===== src/rtl/bcd_ndigit_conv.sv =====
// Sequential binary-to-BCD converter (shift-add-3). Build option BCD_SATURATE_EN:
// when defined, an overflowing result is reported as all nines instead of value mod 10^DIGITS.
module bcd_ndigit_conv #(
  parameter int WIDTH  = 14,
  parameter int DIGITS = 4
) (
  input  logic                  clk,
  input  logic                  rst,
  input  logic                  start,
  input  logic [WIDTH-1:0]      value,
  output logic                  ready,
  output logic                  done,
  output logic [4*DIGITS-1:0]   bcd,
  output logic                  overflow
);

  localparam int CW = $clog2(WIDTH + 1);
  localparam int BW = 4 * DIGITS;

  // Handshake: start is taken on any rising edge where ready is high; value is
  // captured on that same edge. done pulses once when bcd/overflow take a new result.
  typedef enum logic [1:0] {IDLE, SHIFT, FINISH} state_t;

  state_t            state_q, state_d;
  logic [CW-1:0]     cnt_q, cnt_d;
  logic [BW-1:0]     dig_q, dig_d;
  logic [WIDTH-1:0]  opr_q, opr_d;
  logic              trk_q, trk_d;
  logic [BW-1:0]     bcd_q, bcd_d;
  logic              ovf_q, ovf_d;
  logic              done_q, done_d;
  logic [BW-1:0]     adj;
  logic [BW-1:0]     nines;

  always_comb begin
    adj   = '0;
    nines = '0;
    for (int i = 0; i < DIGITS; i++) begin
      adj[4*i +: 4]   = (dig_q[4*i +: 4] >= 4'd5) ? dig_q[4*i +: 4] + 4'd3 : dig_q[4*i +: 4];
      nines[4*i +: 4] = 4'd9;
    end
  end

  always_comb begin
    state_d = state_q;
    cnt_d   = cnt_q;
    dig_d   = dig_q;
    opr_d   = opr_q;
    trk_d   = trk_q;
    bcd_d   = bcd_q;
    ovf_d   = ovf_q;
    done_d  = 1'b0;
    case (state_q)
      IDLE: begin
        if (start) begin
          opr_d   = value;
          dig_d   = '0;
          trk_d   = 1'b0;
          cnt_d   = CW'(WIDTH);
          state_d = SHIFT;
        end
      end
      SHIFT: begin
        if (cnt_q != '0) begin
          // A carry out of the top digit means the operand exceeds the digit range.
          trk_d = trk_q | adj[BW-1];
          dig_d = {adj[BW-2:0], opr_q[WIDTH-1]};
          opr_d = opr_q << 1;
          cnt_d = cnt_q - CW'(1);
        end else begin
          state_d = FINISH;
        end
      end
      FINISH: begin
        state_d = IDLE;
        done_d  = 1'b1;
        ovf_d   = trk_q;
`ifdef BCD_SATURATE_EN
        bcd_d   = trk_q ? nines : dig_q;
`else
        bcd_d   = dig_q;
`endif
      end
      default: state_d = IDLE;
    endcase
  end

  always_ff @(posedge clk) begin
    if (rst) begin
      state_q <= IDLE;
      cnt_q   <= '0;
      dig_q   <= '0;
      opr_q   <= '0;
      trk_q   <= 1'b0;
      bcd_q   <= '0;
      ovf_q   <= 1'b0;
      done_q  <= 1'b0;
    end else begin
      state_q <= state_d;
      cnt_q   <= cnt_d;
      dig_q   <= dig_d;
      opr_q   <= opr_d;
      trk_q   <= trk_d;
      bcd_q   <= bcd_d;
      ovf_q   <= ovf_d;
      done_q  <= done_d;
    end
  end

  assign ready    = (state_q == IDLE);
  assign done     = done_q;
  assign bcd      = bcd_q;
  assign overflow = ovf_q;

endmodule


===== config.mk =====
export PLATFORM = sky130hd
export DESIGN_NAME = bcd_ndigit_conv
export DESIGN_NICKNAME = d
export VERILOG_FILES = /design/src/rtl/bcd_ndigit_conv.sv
export SDC_FILE = /design/constraint.sdc
export NUM_CORES = 1
export LEC_CHECK = 0
export CAP_MARGIN = 40
export CORE_ASPECT_RATIO = 1.1
export CORE_MARGIN = 2
export CORE_UTILIZATION = 35
export DETAILED_ROUTE_END_ITERATION = 10
export GPL_ROUTABILITY_DRIVEN = 0
export PLACE_DENSITY = 0.55
export SYNTH_ARGS = -nofsm -noshare
export SYNTH_HDL_FRONTEND = slang
export SYNTH_SLANG_ARGS = --single-unit

===== constraint.sdc =====
create_clock -name clk -period 1.9 [get_ports clk]
set_clock_uncertainty 0.1 [all_clocks]
set_input_delay 0.285 -clock clk [delete_from_list [all_inputs] [get_ports clk]]
set_output_delay 0.285 -clock clk [all_outputs]
set_load 0.02 [all_outputs]

==> run summary, run 1 <==
final setup margin: 0.132 ns
Routed Wire Length: 5430 microns
async set-or-reset flop fraction in the synthesized netlist: 0
port bufs: 35
most common cell after layout, fill and taps aside: nand2_1
Antenna Nets Post-Route: 0
min cycle time layout: 1.77 ns
first-pass GRT wire length: 9680 microns
Row Count: 32
DR iter-0 viols: 162
wire per inst: 12.9 microns
setup TNS: 0 ns
# IOs: 36
Final Slew Violations: 0
CTS H-tree depth: 2
area grow syn2layout: 25.3%
clk sink count: 55
CTS Hold Bufs: 0
register clock-pin slew on the reported worst setup and hold paths: 0.09 ns
Hold Path End: bcd[1]$_SDFFE_PP0P_
Residual DRC: 0
synth unique cells: 35
via-per-instance ratio: 5.17
Syn Inst Count: 291
number of global-route vias before repair: 2132
Yosys warning total: 0
total CTS buffers: 5
CTS tree: done
gr usage total: 0.152
Seq/Total Area, Yosys: 0.449
die area: 7690 sq um
crit path DAT: 1.88 ns
Worst-Skew Late Latency: 0.31 ns
worst reg2reg setup slack: 0.13 ns
P per Cell Area: 746 nW/um^2
largest net degree at the start of global routing: 30
LEAKAGE: 1.05 nW
clock root buffer: clkbuf_8
DR vias: 2172
TritonRoute pass-1 iters: 5
FF-to-FF path depth: 8
Die Span Y: 91.8 microns
cell area after layout: 3070 sq um
critical path type: flip-flop to flip-flop
total congestion overflow: 0
Syn Area/Cell: 8.42 sq um
RSZ-0062 raised after global routing: false
diode count: 0
starting density of the core: 0.356
Synth top area share: 0.449
Place WS: 0.0107 ns
kind of end point of the critical path: flip-flop
dpl cell area: 2980 sq um
WP data required: 2.01 ns
setup violators final: 0
Post-synth top flop: dfxtp_1
Nets: 361
top cells by area, synth: dfxtp_1 (45%), nand2_1 (8.3%), a21oi_1 (6.3%), a222oi_1 (4.9%), ha_1 (4.6%)
commonest non-fill, non-tap cells in the layout: nand2_1 (54), dfxtp_1 (53), clkdlybuf4s50_1 (33)
CP Max Fanout: 10
area leader, netlist: dfxtp_1
period utilization: 0.931
CP startpoint kind: flip-flop
Worst Hold Launch: rst
maxcap violations: 0
Setup Fix Bufs, Post-CTS: 0
Core Area: 6890 sq um
highest clock rate: 0.566 GHz
Synthesized Nets: 317
Worst R2R End: cnt_q[1]$_SDFFE_PP0P_
share of post-route cells with drive strength above 1: 0.110
Clock Path Buffers: 2
worst r2r src: cnt_q[0]$_SDFFE_PP0P_
FF+latch count, synth: 55
Crit. Startpoint: cnt_q[0]$_SDFFE_PP0P_
worst vdd ir: 286 uV
WHS Path Cells: 2
HPWL after DPL: 3990 microns
Hold Vio Cnt, Final: 0
cell area after synthesis: 2450 sq um
Die X-Extent: 83.8 microns
status: finished, final reports clean
initial antenna violation count: 0
Least-Margin Pin Slew: 0.503 ns
Hold/Removal Path Class: primary input to flip-flop
Max transition margin: 0.665
Post-synth EDFFs: 0
[routing by layer]
metal / global-route usage / routed length (microns) / vias up
met5: 0 / 0 / -
met4: 0.0430 / 62 / 0
met3: 0.0351 / 228 / 5
met2: 0.258 / 2520 / 44
met1: 0.192 / 2620 / 1000
li1: - / - / 1123
[what timing repair did]
action / in CTS / in global routing
resized for setup: 1 / 3
pin swaps: 0 / 4
setup endpoints to repair: 1 / 10
[sequential cells by signal, summed over array words and instances (netlist names)]
register and flops:
opr_q 14, overflow 1, state_q 2, bcd 16, cnt_q 4, done 1
dig_q 16, trk_q 1
[report_power, final]
part / internal, W / switching [W]
Clock: 0.000287 / 0.000375
Combinational: 0.000183 / 0.000217
Sequential: 0.00120 / 0.0000332
[how the worst max path moves through the flow]
stage,to,slack (ns),cells after the start
floorplan,opr_q[10]$_SDFFE_PP0P_,0.02,7
global placement,opr_q[8]$_SDFFE_PP0P_,0.008,5
detailed placement,opr_q[8]$_SDFFE_PP0P_,0.01,5
CTS,opr_q[2]$_SDFFE_PP0P_,0.05,6
global route,opr_q[2]$_SDFFE_PP0P_,0.04,6
finish,cnt_q[1]$_SDFFE_PP0P_,0.13,8
[layout make-up]
class                      instances  area (sq um)
clock buffer                       6          82.6
clock inverter                     1          5.00
fill                             722          3820
inverter                          11          41.3
multi-input combinational        206          1220
sequential                        55          1100
tap                               85           106
timing repair buffer              56           514
[stage by stage]
stage / util / cells / power [W] / hold WS, ns
finish: 0.446 / 420 / 0.00229 / 0.344
floorplan: - / 291 / 0.00150 / 0.321
CTS: 0.445 / 420 / 0.00232 / 0.325
global placement: 0.433 / 413 / 0.00166 / 0.343
global route: 0.446 / 420 / 0.00242 / 0.375
detailed placement: 0.433 / 413 / 0.00166 / 0.343
[cell usage after synthesis, types with 5 or more instances]
library cell / number
nor2b_1: 6
a21oi_1: 31
o21ai_0: 5
a222oi_1: 12
ha_1: 9
nand2_1: 54
buf_2: 6
nand3_1: 10
dfxtp_1: 55
nand2b_1: 6
inv_1: 11
clkbuf_1: 6
nor4_1: 5
nor2_1: 24
nor3b_1: 5
[kinds of logic (layout without fill, tap and decap cells)]
family                     count (synthesis)  after routing  share of synthesized area
AOI/OAI and AO/OA                         68             68                      0.194
adders and majority gates                  9              9                     0.0459
buffers and inverters                     30             74                     0.0551
DFF                                       55             55                      0.449
muxes                                      1              1                    0.00408
and+or+nand+nor                          128            128                      0.251
[worst max-delay path, stage by stage (launching register included)]
cell	delay, ns
dfxtp_2	0.34
inv_1	0.04
ha_2	0.18
nor3b_2	0.18
buf_4	0.18
a211oi_2	0.21
buf_4	0.18
nor2_1	0.05
a311oi_1	0.22
Power figures use the tool's default switching activity.
==> run 2, diff against run 1 <==
--- a/config.mk
+++ b/config.mk
@@ -9,6 +9,7 @@
 export CORE_ASPECT_RATIO = 1.1
 export CORE_MARGIN = 2
 export CORE_UTILIZATION = 35
+export CTS_CLUSTER_DIAMETER = 150
 export DETAILED_ROUTE_END_ITERATION = 10
 export GPL_ROUTABILITY_DRIVEN = 0
 export PLACE_DENSITY = 0.55
==> results of run 2 <==
Final layout, timing and power as in run 1 (identical DEF).
==> RTL change: new RTL, settings of run 2 <==
Add a define of `BCD_SATURATE_EN`.
--- a/src/rtl/bcd_ndigit_conv.sv
+++ b/src/rtl/bcd_ndigit_conv.sv
@@ -2,2 +2,4 @@
 // when defined, an overflowing result is reported as all nines instead of value mod 10^DIGITS.
+`define BCD_SATURATE_EN
+
 module bcd_ndigit_conv #(
Check against the original RTL: no difference found for any inputs over 10 cycles, from zero or initial values and one cycle with rst high; that may be too few to reach the edited logic, so the function may still have changed.
==> RTL change against run 2 <==
Synthesized area fell by 0.26%; combinational power rose by 40%; cell area rose by 3.3%; fmax fell by 5.8%; total power rose by 12%; routed wire length rose by 6.0%; global-route usage fell by 0.25 points; die area fell by 0.24%; non-clock buffer count rose by 4; sequential share of layout area fell by 1.2 points; sequential cell count did not move; worst setup slack got worse by 0.11 ns; highest routed layer unchanged.
==> RTL change: results (changes against run 2) <==
Outcome
  – Outcome: finished, final reports clean (unchanged)

Power and ir drop
  – Clk pwr share: 29.4% (was 28.9%)
  – Logic pwr share: 21.8% (was 17.5%)
  – Internal: 1.88 mW (was 1.67 mW)
  – Leak: 1.10 nW (was 1.05 nW)
  – Worst VDD drop: 0.380 mV (was 0.286 mV)

Detailed routing
  – Wl on met1: 2780 um (was 2620 um)
  – Avg WL per Cell: 13.9 um (was 12.9 um)
  – Routed met2 length: 2640 um (was 2520 um)
  – Via density: 5.34 (was 5.17)
  – Met3 wire length: 292 um (was 228 um)
  – DR iter-0 viols: 135 (was 162)

Global route
  – Largest net degree at the start of global routing: 26 (was 30)
  – M1 GR Usage: 19.9% (was 19.2%)
  – Vias in the first global route: 2,030 (was 2,132)
  – First-pass GRT wire length: 9570 um (was 9680 um)
  – GR Util All Layers: 14.9% (was 15.2%)
  – M3 GR Usage: 3.33% (was 3.51%)
  – Met2 Use GR: 24.8% (was 25.8%)

Logic synthesis
  – Mean Syn Cell Area: 8.58 um^2 (was 8.42 um^2)
  – Syn_nets: 311 (was 317)
  – Synth top cells by count: 55 x dfxtp_1, 33 x nor2_1, 27 x a21oi_1, 24 x nand2_1, 20 x nor3_1 (was 55 x dfxtp_1, 54 x nand2_1, 31 x a21oi_1, 24 x nor2_1, 12 x a222oi_1)
  – Seq/Total Area, Yosys: 45.0% (was 44.9%)

Min path
  – Hold depth: 2 (unchanged)

Place
  – Pre-CTS setup slack: -0.0826 ns (was 0.0107 ns)
  – Post-Place Cells: 402 (was 413)
  – DP Wirelength: 3890 um (was 3990 um)

Critical path
  – Worst Setup SP: cnt_q[1]$_SDFFE_PP0P_ (was cnt_q[0]$_SDFFE_PP0P_)
  – Crit-path slowest cell: a211o_4 (was dfxtp_2)
  – Reg2Reg Depth: 7 (was 8)
  – CP peak stage delay: 0.39 ns (was 0.34 ns)
  – Worst EP arrival: 1.97 ns (was 1.88 ns)
  – Worst Path Max Fanout: 4 (was 10)

Layout
  – Share of layout cells above drive strength 1: 13.5% (was 11.0%)

Die
  – Placement Rows: 31 (was 32)
[RTL change: area by class of cell]
type / instances / area [um^2]
clock buffer: 6 / 72.6
clock inverter: 1 / 30.0
fill: 673 / 3500
inverter: 10 / 37.5
multi-input combinational: 201 / 1250
sequential: 55 / 1100
tap: 82 / 103
timing repair buffer: 60 / 579
[RTL change: worst paths after layout]
path                             endpoint  slack, ns
hold reg to reg       bcd[2]$_SDFFE_PP0P_       0.35
hold / removal    state_q[0]$_SDFFE_PP0P_       0.30
setup reg to reg    opr_q[9]$_SDFFE_PP0P_       0.02
setup / recovery    opr_q[9]$_SDFFE_PP0P_       0.02
[RTL change: kinds of logic after synthesis]
group,after synthesis,share of synthesized area [%]
multiplexers,2,0.870
flip-flops,55,45.0
buffers and inverters,29,5.27
AND/OR/NAND/NOR,124,25.6
adder cells (fa/ha/maj),9,4.61
AO/OA/AOI/OAI,66,18.6
